<file path="src/rtl/mips_multicycle_ctrl_pkg.sv">
`default_nettype none
// ============================================================================
// Module   : mips_ctrl_pkg
// Purpose  : Shared encodings for the multicycle MIPS controller.
// Revision : 1.0 - initial release
// ============================================================================
package mips_ctrl_pkg;

  localparam logic [3:0] ALU_AND = 4'b0000;
  localparam logic [3:0] ALU_OR  = 4'b0001;
  localparam logic [3:0] ALU_ADD = 4'b0010;
  localparam logic [3:0] ALU_SUB = 4'b0110;
  localparam logic [3:0] ALU_SLT = 4'b0111;
  localparam logic [3:0] ALU_NOR = 4'b1100;

  localparam logic [5:0] FUNCT_AND = 6'b100100;
  localparam logic [5:0] FUNCT_OR  = 6'b100101;
  localparam logic [5:0] FUNCT_ADD = 6'b100000;
  localparam logic [5:0] FUNCT_SUB = 6'b100010;
  localparam logic [5:0] FUNCT_SLT = 6'b101010;
  localparam logic [5:0] FUNCT_NOR = 6'b100111;

  localparam logic [5:0] OP_RTYPE = 6'b000000;
  localparam logic [5:0] OP_LW    = 6'b100011;
  localparam logic [5:0] OP_SW    = 6'b101011;
  localparam logic [5:0] OP_BEQ   = 6'b000100;
  localparam logic [5:0] OP_J     = 6'b000010;
  localparam logic [5:0] OP_ADDI  = 6'b001000;

  localparam logic [1:0] SRCB_REGB    = 2'd0;
  localparam logic [1:0] SRCB_FOUR    = 2'd1;
  localparam logic [1:0] SRCB_IMM     = 2'd2;
  localparam logic [1:0] SRCB_IMM_SH2 = 2'd3;

  localparam logic [1:0] PCSRC_ALU    = 2'd0;
  localparam logic [1:0] PCSRC_ALUOUT = 2'd1;
  localparam logic [1:0] PCSRC_JUMP   = 2'd2;

  typedef enum logic [3:0] {
    S_IDLE   = 4'd0,
    S_FETCH  = 4'd1,
    S_DECODE = 4'd2,
    S_MEMADR = 4'd3,
    S_MEMRD  = 4'd4,
    S_MEMWB  = 4'd5,
    S_MEMWR  = 4'd6,
    S_EXEC   = 4'd7,
    S_ALUWB  = 4'd8,
    S_BRANCH = 4'd9,
    S_JUMP   = 4'd10,
    S_ADDIEX = 4'd11,
    S_ADDIWB = 4'd12
  } state_t;

endpackage
`default_nettype wire

</file>
<file path="src/rtl/mips_multicycle_ctrl_if.sv">
`default_nettype none
// ============================================================================
// Module   : mips_multicycle_ctrl_if
// Purpose  : Controller <-> datapath/memory signal bundle.
// Revision : 1.0 - initial release
// ============================================================================
interface mips_multicycle_ctrl_if;
  logic [5:0] opcode;
  logic [5:0] funct;
  logic       zero;
  logic       mem_ready;
  logic [3:0] alu_control;
  logic       alu_src_a;
  logic [1:0] alu_src_b;
  logic [1:0] pc_source;
  logic       pc_en;
  logic       i_or_d;
  logic       mem_read;
  logic       mem_write;
  logic       ir_write;
  logic       reg_dst;
  logic       mem_to_reg;
  logic       reg_write;
  logic       illegal;
  logic [3:0] state_o;

  modport master (
    input  opcode, funct, zero, mem_ready,
    output alu_control, alu_src_a, alu_src_b, pc_source, pc_en, i_or_d,
           mem_read, mem_write, ir_write, reg_dst, mem_to_reg, reg_write,
           illegal, state_o
  );

  modport slave (
    output opcode, funct, zero, mem_ready,
    input  alu_control, alu_src_a, alu_src_b, pc_source, pc_en, i_or_d,
           mem_read, mem_write, ir_write, reg_dst, mem_to_reg, reg_write,
           illegal, state_o
  );
endinterface
`default_nettype wire

</file>
<file path="src/rtl/mips_multicycle_ctrl_alu_ctrl_decode.sv">
`default_nettype none
// ============================================================================
// Module   : alu_ctrl_decode
// Purpose  : R-type funct field to ALU operation code plus legality flag.
// Revision : 1.0 - initial release
// ============================================================================
module alu_ctrl_decode
  import mips_ctrl_pkg::*;
(
  input  logic [5:0] funct,
  output logic [3:0] alu_control,
  output logic       legal
);

  always_comb begin
    alu_control = ALU_ADD;
    legal       = 1'b1;
    case (funct)
      FUNCT_AND: alu_control = ALU_AND;
      FUNCT_OR:  alu_control = ALU_OR;
      FUNCT_ADD: alu_control = ALU_ADD;
      FUNCT_SUB: alu_control = ALU_SUB;
      FUNCT_SLT: alu_control = ALU_SLT;
      FUNCT_NOR: alu_control = ALU_NOR;
      default:   legal       = 1'b0;
    endcase
  end

endmodule
`default_nettype wire

</file>
<file path="src/rtl/mips_multicycle_ctrl.sv">
`default_nettype none
// ============================================================================
// Module   : mips_multicycle_ctrl
// Purpose  : Multicycle MIPS control FSM driving the datapath selects.
// Revision : 1.0 - initial release
// ============================================================================
module mips_multicycle_ctrl
  import mips_ctrl_pkg::*;
#(
  parameter bit RESET_TO_IDLE = 1'b1
) (
  input  logic                          clk,
  input  logic                          rst_n,
  mips_multicycle_ctrl_if.master        bus
);

  localparam state_t C_RESET_STATE = RESET_TO_IDLE ? S_IDLE : S_FETCH;

  state_t     r_state;
  state_t     w_next;
  logic [3:0] w_funct_alu;
  logic       w_funct_legal;

  alu_ctrl_decode u_alu_dec (
    .funct       (bus.funct),
    .alu_control (w_funct_alu),
    .legal       (w_funct_legal)
  );

  always_ff @(posedge clk or negedge rst_n) begin
    if (!rst_n) r_state <= C_RESET_STATE;
    else        r_state <= w_next;
  end

  assign bus.state_o = r_state;

  always_comb begin
    w_next          = r_state;
    bus.alu_control = ALU_ADD;
    bus.alu_src_a   = 1'b0;
    bus.alu_src_b   = SRCB_REGB;
    bus.pc_source   = PCSRC_ALU;
    bus.pc_en       = 1'b0;
    bus.i_or_d      = 1'b0;
    bus.mem_read    = 1'b0;
    bus.mem_write   = 1'b0;
    bus.ir_write    = 1'b0;
    bus.reg_dst     = 1'b0;
    bus.mem_to_reg  = 1'b0;
    bus.reg_write   = 1'b0;
    bus.illegal     = 1'b0;

    case (r_state)
      S_IDLE: w_next = S_FETCH;
      S_FETCH: begin
        bus.mem_read  = 1'b1;
        bus.alu_src_b = SRCB_FOUR;
        bus.ir_write  = bus.mem_ready;
        bus.pc_en     = bus.mem_ready;
        if (bus.mem_ready) w_next = S_DECODE;
      end
      S_DECODE: begin
        // Speculatively form the branch target in ALUOut.
        bus.alu_src_b = SRCB_IMM_SH2;
        case (bus.opcode)
          OP_RTYPE: begin
            if (w_funct_legal) w_next = S_EXEC;
            else begin
              bus.illegal = 1'b1;
              w_next      = S_FETCH;
            end
          end
          OP_LW, OP_SW: w_next = S_MEMADR;
          OP_BEQ:       w_next = S_BRANCH;
          OP_J:         w_next = S_JUMP;
          OP_ADDI:      w_next = S_ADDIEX;
          default: begin
            bus.illegal = 1'b1;
            w_next      = S_FETCH;
          end
        endcase
      end
      S_MEMADR: begin
        bus.alu_src_a = 1'b1;
        bus.alu_src_b = SRCB_IMM;
        w_next        = (bus.opcode == OP_LW) ? S_MEMRD : S_MEMWR;
      end
      S_MEMRD: begin
        bus.mem_read = 1'b1;
        bus.i_or_d   = 1'b1;
        if (bus.mem_ready) w_next = S_MEMWB;
      end
      S_MEMWB: begin
        bus.reg_write  = 1'b1;
        bus.mem_to_reg = 1'b1;
        w_next         = S_FETCH;
      end
      S_MEMWR: begin
        bus.mem_write = 1'b1;
        bus.i_or_d    = 1'b1;
        if (bus.mem_ready) w_next = S_FETCH;
      end
      S_EXEC: begin
        bus.alu_src_a   = 1'b1;
        bus.alu_control = w_funct_alu;
        w_next          = S_ALUWB;
      end
      S_ALUWB: begin
        bus.reg_write = 1'b1;
        bus.reg_dst   = 1'b1;
        w_next        = S_FETCH;
      end
      S_BRANCH: begin
        bus.alu_src_a   = 1'b1;
        bus.alu_control = ALU_SUB;
        bus.pc_source   = PCSRC_ALUOUT;
        bus.pc_en       = bus.zero;
        w_next          = S_FETCH;
      end
      S_JUMP: begin
        bus.pc_source = PCSRC_JUMP;
        bus.pc_en     = 1'b1;
        w_next        = S_FETCH;
      end
      S_ADDIEX: begin
        bus.alu_src_a = 1'b1;
        bus.alu_src_b = SRCB_IMM;
        w_next        = S_ADDIWB;
      end
      S_ADDIWB: begin
        bus.reg_write = 1'b1;
        w_next        = S_FETCH;
      end
      default: begin
        bus.illegal = 1'b1;
        w_next      = S_FETCH;
      end
    endcase
  end

endmodule
`default_nettype wire

</file>
<file path="src/flat_wrapper.sv">
// flat-port wrapper written by rule: the top's interface ports become plain ports
module mips_multicycle_ctrl_flat import mips_ctrl_pkg::*;
#(
  parameter bit RESET_TO_IDLE = 1'b1
)
  (clk, rst_n, bus_opcode, bus_funct, bus_zero, bus_mem_ready, bus_alu_control, bus_alu_src_a, bus_alu_src_b, bus_pc_source, bus_pc_en, bus_i_or_d, bus_mem_read, bus_mem_write, bus_ir_write, bus_reg_dst, bus_mem_to_reg, bus_reg_write, bus_illegal, bus_state_o);
  mips_multicycle_ctrl_if bus_i ();
  input  logic clk;
  input  logic rst_n;
  input wire logic [$bits(bus_i.opcode)-1:0] bus_opcode;
  input wire logic [$bits(bus_i.funct)-1:0] bus_funct;
  input wire logic [$bits(bus_i.zero)-1:0] bus_zero;
  input wire logic [$bits(bus_i.mem_ready)-1:0] bus_mem_ready;
  output wire logic [$bits(bus_i.alu_control)-1:0] bus_alu_control;
  output wire logic [$bits(bus_i.alu_src_a)-1:0] bus_alu_src_a;
  output wire logic [$bits(bus_i.alu_src_b)-1:0] bus_alu_src_b;
  output wire logic [$bits(bus_i.pc_source)-1:0] bus_pc_source;
  output wire logic [$bits(bus_i.pc_en)-1:0] bus_pc_en;
  output wire logic [$bits(bus_i.i_or_d)-1:0] bus_i_or_d;
  output wire logic [$bits(bus_i.mem_read)-1:0] bus_mem_read;
  output wire logic [$bits(bus_i.mem_write)-1:0] bus_mem_write;
  output wire logic [$bits(bus_i.ir_write)-1:0] bus_ir_write;
  output wire logic [$bits(bus_i.reg_dst)-1:0] bus_reg_dst;
  output wire logic [$bits(bus_i.mem_to_reg)-1:0] bus_mem_to_reg;
  output wire logic [$bits(bus_i.reg_write)-1:0] bus_reg_write;
  output wire logic [$bits(bus_i.illegal)-1:0] bus_illegal;
  output wire logic [$bits(bus_i.state_o)-1:0] bus_state_o;
  assign bus_i.opcode = bus_opcode;
  assign bus_i.funct = bus_funct;
  assign bus_i.zero = bus_zero;
  assign bus_i.mem_ready = bus_mem_ready;
  assign bus_alu_control = bus_i.alu_control;
  assign bus_alu_src_a = bus_i.alu_src_a;
  assign bus_alu_src_b = bus_i.alu_src_b;
  assign bus_pc_source = bus_i.pc_source;
  assign bus_pc_en = bus_i.pc_en;
  assign bus_i_or_d = bus_i.i_or_d;
  assign bus_mem_read = bus_i.mem_read;
  assign bus_mem_write = bus_i.mem_write;
  assign bus_ir_write = bus_i.ir_write;
  assign bus_reg_dst = bus_i.reg_dst;
  assign bus_mem_to_reg = bus_i.mem_to_reg;
  assign bus_reg_write = bus_i.reg_write;
  assign bus_illegal = bus_i.illegal;
  assign bus_state_o = bus_i.state_o;
  mips_multicycle_ctrl #(.RESET_TO_IDLE(RESET_TO_IDLE)) u_core (.clk(clk), .rst_n(rst_n), .bus(bus_i));
endmodule
</file>
<file path="config.mk">
export PLATFORM = sky130hd
export DESIGN_NAME = mips_multicycle_ctrl_flat
export DESIGN_NICKNAME = d
export VERILOG_FILES = /design/src/rtl/mips_multicycle_ctrl_pkg.sv /design/src/rtl/mips_multicycle_ctrl_if.sv /design/src/rtl/mips_multicycle_ctrl_alu_ctrl_decode.sv /design/src/rtl/mips_multicycle_ctrl.sv /design/src/flat_wrapper.sv
export SDC_FILE = /design/constraint.sdc
export NUM_CORES = 1
export LEC_CHECK = 0
export CAP_MARGIN = 25
export CORE_ASPECT_RATIO = 1.2
export CORE_MARGIN = 2
export CORE_UTILIZATION = 36
export DETAILED_ROUTE_END_ITERATION = 8
export GPL_TIMING_DRIVEN = 0
export PLACE_DENSITY_LB_ADDON = 0.08
export SLEW_MARGIN = 20
export SYNTH_ARGS = -nofsm -noshare
export SYNTH_HDL_FRONTEND = slang
export SYNTH_SLANG_ARGS = --single-unit
</file>
<file path="constraint.sdc">
create_clock -name clk -period 2.35 [get_ports clk]
set_clock_uncertainty 0.15 [all_clocks]
set_input_delay 0.47 -clock clk [delete_from_list [all_inputs] [get_ports clk]]
set_output_delay 0.47 -clock clk [all_outputs]
set_load 0.01 [all_outputs]
</file>
=== After elaboration in Yosys (flattened, before gate mapping) ===
Cells that the tools add are included.

* Input bits: 16
* Output and inout port bits: 22
* Register bits after elaboration: 4
* Word-level logic and storage cells: 63

* Eq/ne operators: 26
* Reductions and logical operators: 12
* Muxes and demuxes: 24

{| class="wikitable"
|+ Operators by type and width
! kind !! count
|-
| == test 6 bit, second input constant || 8
|-
| one-hot mux 4 bit (5 select lines) || 2
|-
| one-hot mux 4 bit (7 select lines) || 1
|-
| == test 4 bit, second input constant || 5
|-
| == test 4 x 3 -> 1 bit, second input constant || 4
|-
| 2-to-1 mux 4 bit || 3
|-
| OR reduction 12 bit || 1
|-
| 2-to-1 mux 1 bit || 10
|-
| == test 4 x 2 -> 1 bit, second input constant || 2
|-
| one-hot mux 4 bit (2 select lines) || 1
|-
| OR reduction 2 bit || 4
|-
| == test 6 x 2 -> 1 bit, second input constant || 1
|-
| == test 6 x 3 -> 1 bit, second input constant || 1
|-
| == test 6 x 4 -> 1 bit, second input constant || 1
|-
| logical NOT 6 bit || 1
|-
| != test 2 bit, second input constant || 3
|-
| one-hot mux 2 bit (3 select lines) || 1
|-
| OR reduction 6 bit || 1
|-
| OR reduction 5 bit || 1
|-
| == test 4 x 1 -> 1 bit, second input constant || 1
|-
| logical NOT 4 bit || 1
|-
| one-hot mux 1 bit (2 select lines) || 2
|-
| one-hot mux 2 bit (2 select lines) || 1
|-
| OR reduction 4 bit || 1
|-
| 5 further kinds || 5
|}

=== Longest topological paths before layout ===
Gate-level depths: netlist of run 1.

* Word-level depth: 6
* Mapped depth: 6
* Mapped depth without buffers: 5

=== By module ===
A second synthesis of run 1 with hierarchy kept.

* Cells, all modules: 94
* Area total of the unflattened synthesis: 653.1 um^2

{| class="wikitable"
|+ By module, submodules not included
! module !! instances !! area an instance (um^2) !! sequential area each (um^2) !! cells each
|-
| mips_multicycle_ctrl || 1 || 534.3 || 100.1 || 80
|-
| alu_ctrl_decode || 1 || 118.9 || 0.0 || 14
|}

=== Least setup slack after synthesis of run 1 ===
Ideal clock, no wire load.

* Kind: reg-to-output
* Start: reg u_core.r_state[3], in the netlist u_core.bus.state_o[3]
* End: out bus_alu_control[0]
* Path buffers: 1
* Required time: 1.730 ns
* Data arrival time: 1.370 ns
* Setup slack: 0.360 ns
* Cell stages (with the launch flop): 5
* Cell sequence: dfrtp_1 -> nand2b_1 -> clkbuf_1 -> nor4b_2 -> a21boi_1

* Cells in the longest elaborated chain, start to end: 2

{| class="wikitable"
|+ Ends and longest elaborated chain
! what !! RTL line !! RTL
|-
| from (decl) || mips_multicycle_ctrl.sv:19 || <nowiki>state_t r_state;</nowiki>
|-
| from (signal assigned) || mips_multicycle_ctrl.sv:32 || <nowiki>else r_state <= w_next;</nowiki>
|-
| == test 4 bit or == test 4 x 3 -> 1 bit (tied branches) || mips_multicycle_ctrl.sv:53 || <nowiki>case (r_state)</nowiki>
|-
| one-hot mux 4 bit (2 select lines) (*) || mips_multicycle_ctrl.sv:53 ||
|-
| to (decl) || flat_wrapper.sv:14 || <nowiki>output wire logic [$bits(bus_i.alu_control)-1:0] bus_alu_control;</nowiki>
|}

Every way passes the cells marked *; elsewhere a longest branch is shown, timed or not.

=== Final worst setup path of run 1 ===
* Start: reg u_core.r_state[3], in the netlist u_core.bus.state_o[3]
* End: out bus_mem_write

* Cells in the longest elaborated chain, start to end: 2

{| class="wikitable"
|+ Ends and longest elaborated chain
! what !! RTL line !! RTL
|-
| == test 4 x 3 -> 1 bit || mips_multicycle_ctrl.sv:53 ||
|-
| 2-to-1 mux 1 bit || mips_multicycle_ctrl.sv:53 ||
|-
| to (decl) || flat_wrapper.sv:21 || <nowiki>output wire logic [$bits(bus_i.mem_write)-1:0] bus_mem_write;</nowiki>
|}

No other way between the ends.

==> metrics.txt, run 1 <==
Fin Hold WS=approximately 0.29 ns; accumulated negative setup slack=0 ns; asr flop ratio synth=100%; synthesized area per cell=roughly 6.7 um2; post-synthesis mux area share=under 10%; Final Hold Fails=0; Syn Inst Count=94; Post-synth EDFFs=0; grt total ovfl=0; CP Max Fanout=7; simple-gate share of the synthesized area=a little under half; Vias/cell=about 5.6; Seq/Total Area, Yosys=16.0%; Yosys warnings=0; Area growth syn-to-layout=84.0%; clk slew on worst S/H paths=0.03 ns; Slew @ Worst Pin=between 0.2 and 0.25 ns; CTS tree=done; vias=880; die footprint=0.00209 mm2; RSZ-0062 raised after global routing=false; Core ar.=roughly 0.0016 mm2; largest family of logic cells by synthesized area=simple AND/OR/NAND/NOR gates; 1st-iter DRT viols=23; io pins=38; Worst Hold Class=in2async; Largest stage delay, worst path=~0.53 ns; Post-DP HPWL=roughly 1500 um; post-synthesis adder-cell area fraction=0%; crit start category=register; Sequential Area=a little over 100 um2; Initial Util=around two fifths; share of the synthesized area in the top cell type=approximately 16%; max capacitance violation total=0; Lkg Pwr=around 0.63 nW; area fraction in compound gates after synthesis=28.0%; Synth area leader=dfrtp_1; Final #Nets=~160; number of global-route vias before repair=761; CTS max path bufs=2; syn_nets=between 100 and 150; Post-Route WL=between 2000 and 2500 um; GRT Total Usage=between 10% and 20%; GPL Wtd Cong=slightly above 0.8; CTS sink cnt=4; fmax=between 400 and 500 MHz; part of the cycle the worst path needs=a little over nine tenths; root buf cell=clkbuf_4; critical path type=reg2out; Slew Viols, Final=0; distinct cell type count after synthesis=39; #FFs+latches synth=4; # H-tree levels=1; critical path's top delay family=buffers and inverters; type of destination of the critical path=output port; fin util=between 70% and 80%; drt wl/cell=roughly 13 um; WP data required=~1.7 ns; Site Rows=16; Peak VDD IR=~0.41 mV; clk_lat worst skew=between 0.2 and 0.25 ns; max-slew headroom at the worst pin=around 84%; multi-input logic area=557 um2; share of cells above drive strength 1=between 20% and 30%; Post-DRT Antenna Nets=0; Top FF cell, synth=dfrtp_1; number of remaining DRC errors=0; Die Span Y=slightly below 50 um; outcome=complete, no violations; diodes inserted=0; # hold bufs at CTS=0; post-layout min period=roughly 2.3 ns; number of flip-flops in the largest register=4; Die W=roughly 42 um; Worst Path Arrival=~1.7 ns; DR pass1 iterations=4; worst path bufs/invs=2; first-pass GRT wire length=3210 um; XOR/XNOR Fraction of Synth Area=~2.8%; largest net degree at the start of global routing=11; Cell Area, Synth=626 um2; antenna violations before repair=0; Synth area leaders=dfrtp_1 (16%), nor2_1 (10%), nand2_1 (6.0%); Cell Pwr Density=~800 mW/mm2; critical path's slowest cell=clkdlybuf4s50_1; fillers=about 150; total CTS buffers=3; Final Setup Violations=0; worst path cell trace=nand2b_4 -> buf_4 -> nor2_1 -> clkdlybuf4s50_1; Port Buffers=36
[power breakdown]
group	switching (W)	total [W]	internal (W)	leakage (nW)
clock network	0.0000266	0.0000835	0.0000570	0.0138
logic	0.000351	0.000716	0.000365	0.571
registers	0.0000378	0.000134	0.0000964	0.0492
total	0.000415	0.000934	0.000519	0.634
[layout make-up]
class / count / share of cell area [%]
plain buffers: 4 / 2.17
clock buffers: 3 / 1.96
inverters: 2 / 0.652
multi-input cells: 83 / 48.4
flip-flops and latches: 4 / 8.80
well taps: 18 / 1.96
repair buffers: 44 / 36.1
[cell usage in the layout (no fill, tap or decap), types with 3 or more instances in the layout]
master,Yosys,layout
nor2_1,17,13
dlymetal6s2s_1,0,11
buf_4,0,10
nand2_1,10,10
dlygate4sd2_1,0,10
clkdlybuf4s50_1,0,10
a21oi_1,6,6
nand3_1,5,5
buf_2,2,5
nor3_1,4,4
nor2_2,0,3
o21ai_0,4,3
clkbuf_4,0,3
dfrtp_1,4,3
[cells in the mapped netlist, drive strengths merged, types with 2 or more instances]
| cell type | count |
|---|---|
| a21boi | 2 |
| nor2 | 17 |
| nor3 | 5 |
| o21ai | 5 |
| clkbuf | 2 |
| nor2b | 4 |
| nand2b | 3 |
| dfrtp | 4 |
| nand3 | 5 |
| nand4b | 2 |
| nand2 | 10 |
| or2 | 2 |
| a31o | 2 |
| nand3b | 2 |
| inv | 2 |
| buf | 3 |
| a21oi | 6 |
| a22o | 2 |
[repair_timing]
item,4_1_cts,5_1_grt
pin swaps,6,3
gates resized for setup,44,17
buffers inserted,7,1
setup endpoints to repair,15,10
[metrics by stage]
| step | worst slack, ns | area [um2] | total power [W] | cells |
|---|---|---|---|---|
| detailed placement | -0.578 | 1010 | 0.000795 | 148 |
| global route | 0.0189 | 1150 | 0.00101 | 158 |
| floorplan | 0.360 | 626 | 0.000482 | 94 |
| finish | 0.0713 | 1150 | 0.000934 | 158 |
| CTS | -0.172 | 1120 | 0.000948 | 157 |
| global placement | -0.567 | 1010 | 0.000792 | 148 |
[cell families after synthesis]
family / count (synthesis)
and+or+nand+nor: 55
buffers and inverters: 7
AOI/OAI and AO/OA: 25
xor gates and xnor gates: 2
muxes: 1
DFF: 4
[routing by layer]
metal	vias to the layer above	global-route usage (%)	wire (um)
li1	438	-	-
met1	403	23.5	800
met2	37	32.8	1080
met3	2	5.49	144
met4	0	6.25	19
met5	-	0	0
[worst reg2reg max path, delay by kind of cell, from the launching register on]
family | cells | cell delay (ns)
buf+inv | 2 | 0.33
flops | 1 | 0.33
simple gates | 2 | 0.15
compound gates | 3 | 0.54
[final timing paths]
path | startpoint | end | slack [ns] | depth (start not counted)
max in group asynchronous | rst_n | u_core.bus.state_o[3] | 1.58 | 1
min in group clk | bus_opcode[1] | u_core.bus.state_o[2] | 0.54 | 3
hold / removal | rst_n | u_core.bus.state_o[2] | 0.29 | 1
hold reg to reg | u_core.bus.state_o[3] | u_core.bus.state_o[3] | 0.64 | 3
setup / recovery | u_core.bus.state_o[3] | bus_mem_write | 0.07 | 4
setup reg to reg | u_core.bus.state_o[2] | u_core.bus.state_o[1] | 0.74 | 7
(Power assumes the default switching activity.)
==> run 2: changes to the inputs <==
- CAP_MARGIN: 25 -> unset
==> results of run 2 <==
The final DEF is identical to that of run 1; final timing and power are the same.
